[src/rtl/run_ctrl_pkg.sv]
// Shared definitions for the SOC run controller: state encoding, enable
// levels and a counter-width helper.
package run_ctrl_pkg;

  typedef enum logic [1:0] {
    RST_HOLD = 2'd0,
    RUN      = 2'd1,
    DRAIN    = 2'd2,
    DONE     = 2'd3
  } state_t;

  localparam logic ENABLE  = 1'b1;
  localparam logic DISABLE = 1'b0;

  // Bits needed to hold values 0..max_val (never less than 1).
  function automatic int unsigned cnt_w(input int unsigned max_val);
    int unsigned w;
    w = 1;
    while ((w < 32) && ((max_val >> w) != 0)) w++;
    return w;
  endfunction

endpackage : run_ctrl_pkg

[src/rtl/sat_counter.sv]
// Saturating up-counter with synchronous clear.
// Ports: clk, rst (sync, active-high), clr (sync clear), inc (count enable),
//        cnt (registered count, sticks at all-ones).
module sat_counter #(
  parameter int unsigned W = 32
) (
  input  logic         clk,
  input  logic         rst,
  input  logic         clr,
  input  logic         inc,
  output logic [W-1:0] cnt
);

  always_ff @(posedge clk) begin
    if (rst || clr) begin
      cnt <= '0;
    end else if (inc && (cnt != {W{1'b1}})) begin
      cnt <= cnt + W'(1);
    end
  end

endmodule : sat_counter

[src/rtl/soc_run_ctrl.sv]
// Reset sequencer and run monitor for the SOC core.
// Holds the core in reset for RST_CYCLES after rst, then counts RUN cycles
// and retired instructions until a halt (halt_req or PC self-loop) or a
// timeout; a halt drains for DRAIN_CYC cycles before DONE.
// Ports:
//   clk, rst        clock, synchronous active-high reset
//   pc, pc_valid    observed fetch PC and its qualifier
//   retire          one instruction retired this cycle
//   halt_req        software halt request
//   core_rst        reset to the core (high in RST_HOLD and DONE)
//   running         state is RUN
//   done, timeout   sticky completion / completion-by-timeout flags
//   cycle_cnt       RUN cycles, saturating
//   retire_cnt      retires seen in RUN and DRAIN, saturating
// Build option: RUN_CTRL_TRACE_EN adds simulation-only transition tracing
// and stops the simulation on DONE entry.
module soc_run_ctrl
  import run_ctrl_pkg::*;
#(
  parameter int unsigned ADDR_W      = 32,
  parameter int unsigned CNT_W       = 32,
  parameter int unsigned RST_CYCLES  = 3,
  parameter int unsigned TIMEOUT_CYC = 100,
  parameter int unsigned HALT_REPEAT = 4,
  parameter int unsigned DRAIN_CYC   = 5
) (
  input  logic              clk,
  input  logic              rst,
  input  logic [ADDR_W-1:0] pc,
  input  logic              pc_valid,
  input  logic              retire,
  input  logic              halt_req,
  output logic              core_rst,
  output logic              running,
  output logic              done,
  output logic              timeout,
  output logic [CNT_W-1:0]  cycle_cnt,
  output logic [CNT_W-1:0]  retire_cnt
);

  localparam int unsigned HOLD_W  = cnt_w(RST_CYCLES - 1);
  localparam int unsigned DRAIN_W = cnt_w((DRAIN_CYC > 0) ? DRAIN_CYC - 1 : 0);
  localparam int unsigned LOOP_W  = cnt_w(HALT_REPEAT);

  localparam logic [HOLD_W-1:0]  HOLD_LAST    = HOLD_W'(RST_CYCLES - 1);
  localparam logic [DRAIN_W-1:0] DRAIN_LAST   = DRAIN_W'((DRAIN_CYC > 0) ? DRAIN_CYC - 1 : 0);
  localparam logic [LOOP_W-1:0]  LOOP_MAX     = LOOP_W'(HALT_REPEAT);
  localparam logic [LOOP_W-1:0]  LOOP_HIT     = LOOP_W'(HALT_REPEAT - 1);
  localparam logic [CNT_W-1:0]   TIMEOUT_LAST = CNT_W'(TIMEOUT_CYC - 1);

  state_t              state, state_n;
  logic [HOLD_W-1:0]   hold_cnt, hold_n;
  logic [DRAIN_W-1:0]  drain_cnt, drain_n;
  logic [LOOP_W-1:0]   loop_cnt, loop_n;
  logic [ADDR_W-1:0]   last_pc, last_pc_n;
  logic                core_rst_n, running_n, done_n, timeout_n;
  logic                cyc_inc, ret_inc;
  logic                loop_hit;

  // Self-loop halt: this cycle would be the HALT_REPEAT-th match in a row.
  assign loop_hit = pc_valid && (pc == last_pc) && (loop_cnt == LOOP_HIT);

  // State, local counters and registered flags.
  always_ff @(posedge clk) begin
    if (rst) begin
      state     <= RST_HOLD;
      hold_cnt  <= '0;
      drain_cnt <= '0;
      loop_cnt  <= '0;
      last_pc   <= '0;
      core_rst  <= 1'b1;
      running   <= 1'b0;
      done      <= 1'b0;
      timeout   <= 1'b0;
    end else begin
      state     <= state_n;
      hold_cnt  <= hold_n;
      drain_cnt <= drain_n;
      loop_cnt  <= loop_n;
      last_pc   <= last_pc_n;
      core_rst  <= core_rst_n;
      running   <= running_n;
      done      <= done_n;
      timeout   <= timeout_n;
    end
  end

  // Next-state, counter updates and next output values.
  always_comb begin
    state_n   = state;
    hold_n    = hold_cnt;
    drain_n   = drain_cnt;
    loop_n    = loop_cnt;
    last_pc_n = last_pc;
    timeout_n = timeout;
    cyc_inc   = DISABLE;
    ret_inc   = DISABLE;

    case (state)
      RST_HOLD: begin
        if (hold_cnt == HOLD_LAST) state_n = RUN;
        else                       hold_n  = hold_cnt + HOLD_W'(1);
      end
      RUN: begin
        cyc_inc = ENABLE;
        ret_inc = retire;
        if (pc_valid) begin
          last_pc_n = pc;
          if (pc == last_pc) begin
            if (loop_cnt != LOOP_MAX) loop_n = loop_cnt + LOOP_W'(1);
          end else begin
            loop_n = '0;
          end
        end
        // Halt has priority over a coincident timeout.
        if (halt_req || loop_hit) begin
          state_n = (DRAIN_CYC == 0) ? DONE : DRAIN;
          drain_n = '0;
        end else if (cycle_cnt == TIMEOUT_LAST) begin
          state_n   = DONE;
          timeout_n = ENABLE;
        end
      end
      DRAIN: begin
        ret_inc = retire;
        if (drain_cnt == DRAIN_LAST) state_n = DONE;
        else                         drain_n = drain_cnt + DRAIN_W'(1);
      end
      default: begin
      end
    endcase

    core_rst_n = (state_n == RST_HOLD) || (state_n == DONE);
    running_n  = (state_n == RUN);
    done_n     = (state_n == DONE);
  end

  sat_counter #(.W(CNT_W)) u_cycle_cnt (
    .clk (clk),
    .rst (rst),
    .clr (DISABLE),
    .inc (cyc_inc),
    .cnt (cycle_cnt)
  );

  sat_counter #(.W(CNT_W)) u_retire_cnt (
    .clk (clk),
    .rst (rst),
    .clr (DISABLE),
    .inc (ret_inc),
    .cnt (retire_cnt)
  );

`ifdef RUN_CTRL_TRACE_EN
  // Transition trace; reported one cycle late so DONE counters are settled.
  state_t trace_state;
  always @(posedge clk) begin
    trace_state <= state;
    if (!rst && (trace_state != state)) begin
      $display("%0t soc_run_ctrl: %s -> %s", $time, trace_state.name(), state.name());
      if (state == DONE) begin
        $display("%0t soc_run_ctrl: cycles=%0d retired=%0d timeout=%0b last_pc=%h",
                 $time, cycle_cnt, retire_cnt, timeout, last_pc);
        $stop(2);
      end
    end
  end
`else
  // No tracing: the enclosing bench observes done directly.
`endif

endmodule : soc_run_ctrl
[config.mk]
export PLATFORM = sky130hd
export DESIGN_NAME = soc_run_ctrl
export DESIGN_NICKNAME = d
export VERILOG_FILES = /design/src/rtl/run_ctrl_pkg.sv /design/src/rtl/sat_counter.sv /design/src/rtl/soc_run_ctrl.sv
export SDC_FILE = /design/constraint.sdc
export NUM_CORES = 1
export LEC_CHECK = 0
export ABC_CLOCK_PERIOD_IN_PS = 2400
export CORE_MARGIN = 2
export CORE_UTILIZATION = 54
export CTS_BUF_LIST = sky130_fd_sc_hd__clkbuf_8
export CTS_CLUSTER_DIAMETER = 120
export CTS_CLUSTER_SIZE = 20
export DETAILED_ROUTE_END_ITERATION = 12
export PLACE_DENSITY = 0.83
export SETUP_SLACK_MARGIN = 0.3
export SLEW_MARGIN = 20
export SYNTH_ARGS = -nofsm -noshare
export SYNTH_HDL_FRONTEND = slang
export SYNTH_SLANG_ARGS = --single-unit
[constraint.sdc]
create_clock -name clk -period 2.4 [get_ports clk]
set_input_delay 0.24 -clock clk [delete_from_list [all_inputs] [get_ports clk]]
set_output_delay 0.24 -clock clk [all_outputs]
set_load 0.03 [all_outputs]
==> flow_summary.ini <==
[run_status]
outcome = finished, final reports clean

[clock_network]
cts_sinks = 110
ctsHoldBuffers = 0
htree_levels = 3
clkSlewWorstSetupHoldPaths_ns = 0.10
clkLatencyLatePin_ns = 0.38
root_buffer = clkbuf_8
cts_tree = done
clock_path_buffers = 2
numCtsBuffers = 9

[sta]
finalCriticalPeriod_ns = 2.31
max_freq_ghz = 0.433
fin_tns_setup_ns = 0
slew_violations = 0
fin_crit_sh_pct = 96.3
fin_skew_ns = 0.0109
holdWs_ns = 0.276
timing_hold_violations_final = 0
fin_ws_ns = 0.0882
finalSetupViolations = 0
rsz0062_at_grt = yes
tightest_slew_ns = 0.669
slew_headroom_pct = 55.4

[route]
dr.pass1.iters = 5
wl_per_cell_um = 15.7
drt-vias-per-instance = 5.68
drc_errors = 0
wl_mm = 14.5
vias = 5222
drt-initial-drc-count = 300
detail-route-antenna-nets = 0

[floorplan]
core_um2 = 9770
num_rows = 36
fp.dieH_um = 104
dieArea_um2 = 10900
pin_count = 105
die_w_um = 104
start_util_pct = 55.8

[global_routing]
grt_overflow_total = 0
use_met1_pct = 31.8
use_met2_pct = 41.0
grt_pass1_wl_mm = 22.5
grt_antenna_before_repair = 0
grt_pass1_vias = 4885
grt_util_all_layers_pct = 24.7
busiest_layer = met2
grt_use_met3_pct = 3.95
grt_max_degree = 75

[placed_design]
place_hpwl_mm = 9.67
place_congestion = 0.888
port_buffers = 104
dp_slack_ns = -0.330

[worst_hold_path]
min_from = rst
hold_class = input pin to register

[worst_setup_path]
rr_startpoint = last_pc[18]
critPathRequiredTime_ns = 2.68
crit_top_cell = buf_4
worst-path-max-fanout = 3
start_kind = input pin
crit_buf_inv = 4
cp.arrival_ns = 2.59
critPathKind = input pin to register
cp_cell_sequence = clkdlybuf4s50_1, xor2_1, nor4_2, buf_4, nand4_1, buf_4, o31ai_4, o41ai_1, inv_1, ha_1, nand2b_1
slowest_delay_ns = 0.53
endpoint_kind = register
cpLargestDelayFamily = buffers and inverters
cp-startpoint = pc[18]
slowest_stage = clkdlybuf4s50_1

[final_layout]
fillers = 752
layout.nets = 831
insertedDiodeCount = 0
synthToLayoutAreaGrowth_pct = 34.4
multi_input_area_um2 = 3230
regArea_um2 = 2290
final_cell_mix = clkdlybuf4s50_1 (103), nand2_1 (91), dfxtp_1 (64), a21oi_1 (58), nor2_1 (56)
final_common_cell = clkdlybuf4s50_1
drive_gt1_share_pct = 18.4

[synth]
syn_inst = 657
synth_seq_cells = 110
syn-num-nets = 707
synth.avg_cell_area_um2 = 8.30
yosys_most_used_dff = dfxtp_1
synth_top_cell_by_area = dfxtp_1
async_flop_share_pct = 0
yosys.cell_types.count = 61
syn_area_um2 = 5450
yosys_warnings = 0
ys_seq_area_share_pct = 40.4
synth_area_leaders = dfxtp_1 (40%), xor2_1 (8.4%), nand2_1 (6.3%), a21oi_1 (5.4%), nor2_1 (3.9%)
synth-edff-count = 0
synth.top_cell.area_share_pct = 40.4

[pwr]
peakVddDrop_uv = 290
p_leak_nw = 2.57
powerDensity_nw_per_um2 = 462

[run]
drv_cap = 0
-- sequential cells by signal, indices dropped and copies added, names as in the netlist --
name and count:
drain_cnt 3, core_rst 1, u_retire_cnt.cnt 32, last_pc 32, timeout 1, running 1
state 2, hold_cnt 2, u_cycle_cnt.cnt 32, loop_cnt 3, done 1
-- synthesized netlist by cell type (6+ instances only) --
cell / number
dfxtp_1: 110
nand2_1: 92
a21oi_1: 59
nor2_1: 56
xor2_1: 52
nand3_1: 29
inv_1: 22
xnor2_1: 21
nor4_1: 20
nand4_1: 18
or3_1: 18
clkbuf_1: 16
o21ai_0: 15
nor3_1: 14
ha_1: 13
and3_1: 9
and4_1: 7
o21ai_1: 7
o31ai_1: 6
-- worst paths after layout --
kind	to	slack, ns	depth (start not counted)
worst max-delay path	core_rst	0.09	11
worst max register to register	core_rst	0.11	10
worst min register to register	timeout	0.45	2
worst min-delay path	u_retire_cnt.cnt[26]	0.28	2
-- report_power, final --
group          switching (W)  internal (W)  total, W
clock network       0.000659      0.000483   0.00114
registers          0.0000262       0.00185   0.00187
logic               0.000200      0.000173  0.000374
total               0.000886       0.00250   0.00339
-- worst register-to-register path: stages, from the launching register on --
cell	delay [ns]
dfxtp_1	0.37
xor2_1	0.26
nor4_2	0.06
buf_4	0.14
nand4_1	0.14
buf_4	0.19
o31ai_4	0.09
o41ai_1	0.50
inv_1	0.09
ha_1	0.30
nand2b_1	0.05
-- metal layers --
layer,up-vias,share of wire (%)
li1,2540,-
met1,2470,43
met2,176,49
met3,36,5.5
met4,0,2.4
met5,-,0
-- through the flow --
step	instance area (µm²)	utilization [%]	total power (W)	instances
4_1_cts	7020	71.8	0.00339	902
3_3_place_gp	6770	69.2	0.00226	883
5_1_grt	7330	75.0	0.00353	919
2_1_floorplan	5530	-	0.00212	657
6_report	7330	75.0	0.00339	919
3_5_place_dp	6770	69.2	0.00228	883
-- logic make-up after synthesis --
| logic type | after synthesis | synth area share [%] |
|---|---|---|
| DFF | 110 | 40.4 |
| adders and majority gates | 13 | 2.98 |
| AOI/OAI and AO/OA | 99 | 10.2 |
| buffers and inverters | 49 | 3.76 |
| muxes | 5 | 1.06 |
| xor gates and xnor gates | 73 | 11.7 |
| and+or+nand+nor | 308 | 29.9 |
-- cell type report --
cell class / count / share of cell area (%)
Tap cell: 133 / 2.27
Clock buffer: 9 / 1.69
Multi-Input combinational cell: 498 / 44.1
Timing Repair Buffer: 140 / 18.5
Clock inverter: 7 / 0.990
Sequential cell: 110 / 31.3
Inverter: 22 / 1.13
-- timing repair --
action | CTS | global route
endpoints found under the setup margin | 20 | 39
pin swaps | 5 | 14
resized for setup | 7 | 42
buffers inserted | 3 | 16
gates cloned | 0 | 1
(Power assumes the default switching activity.)
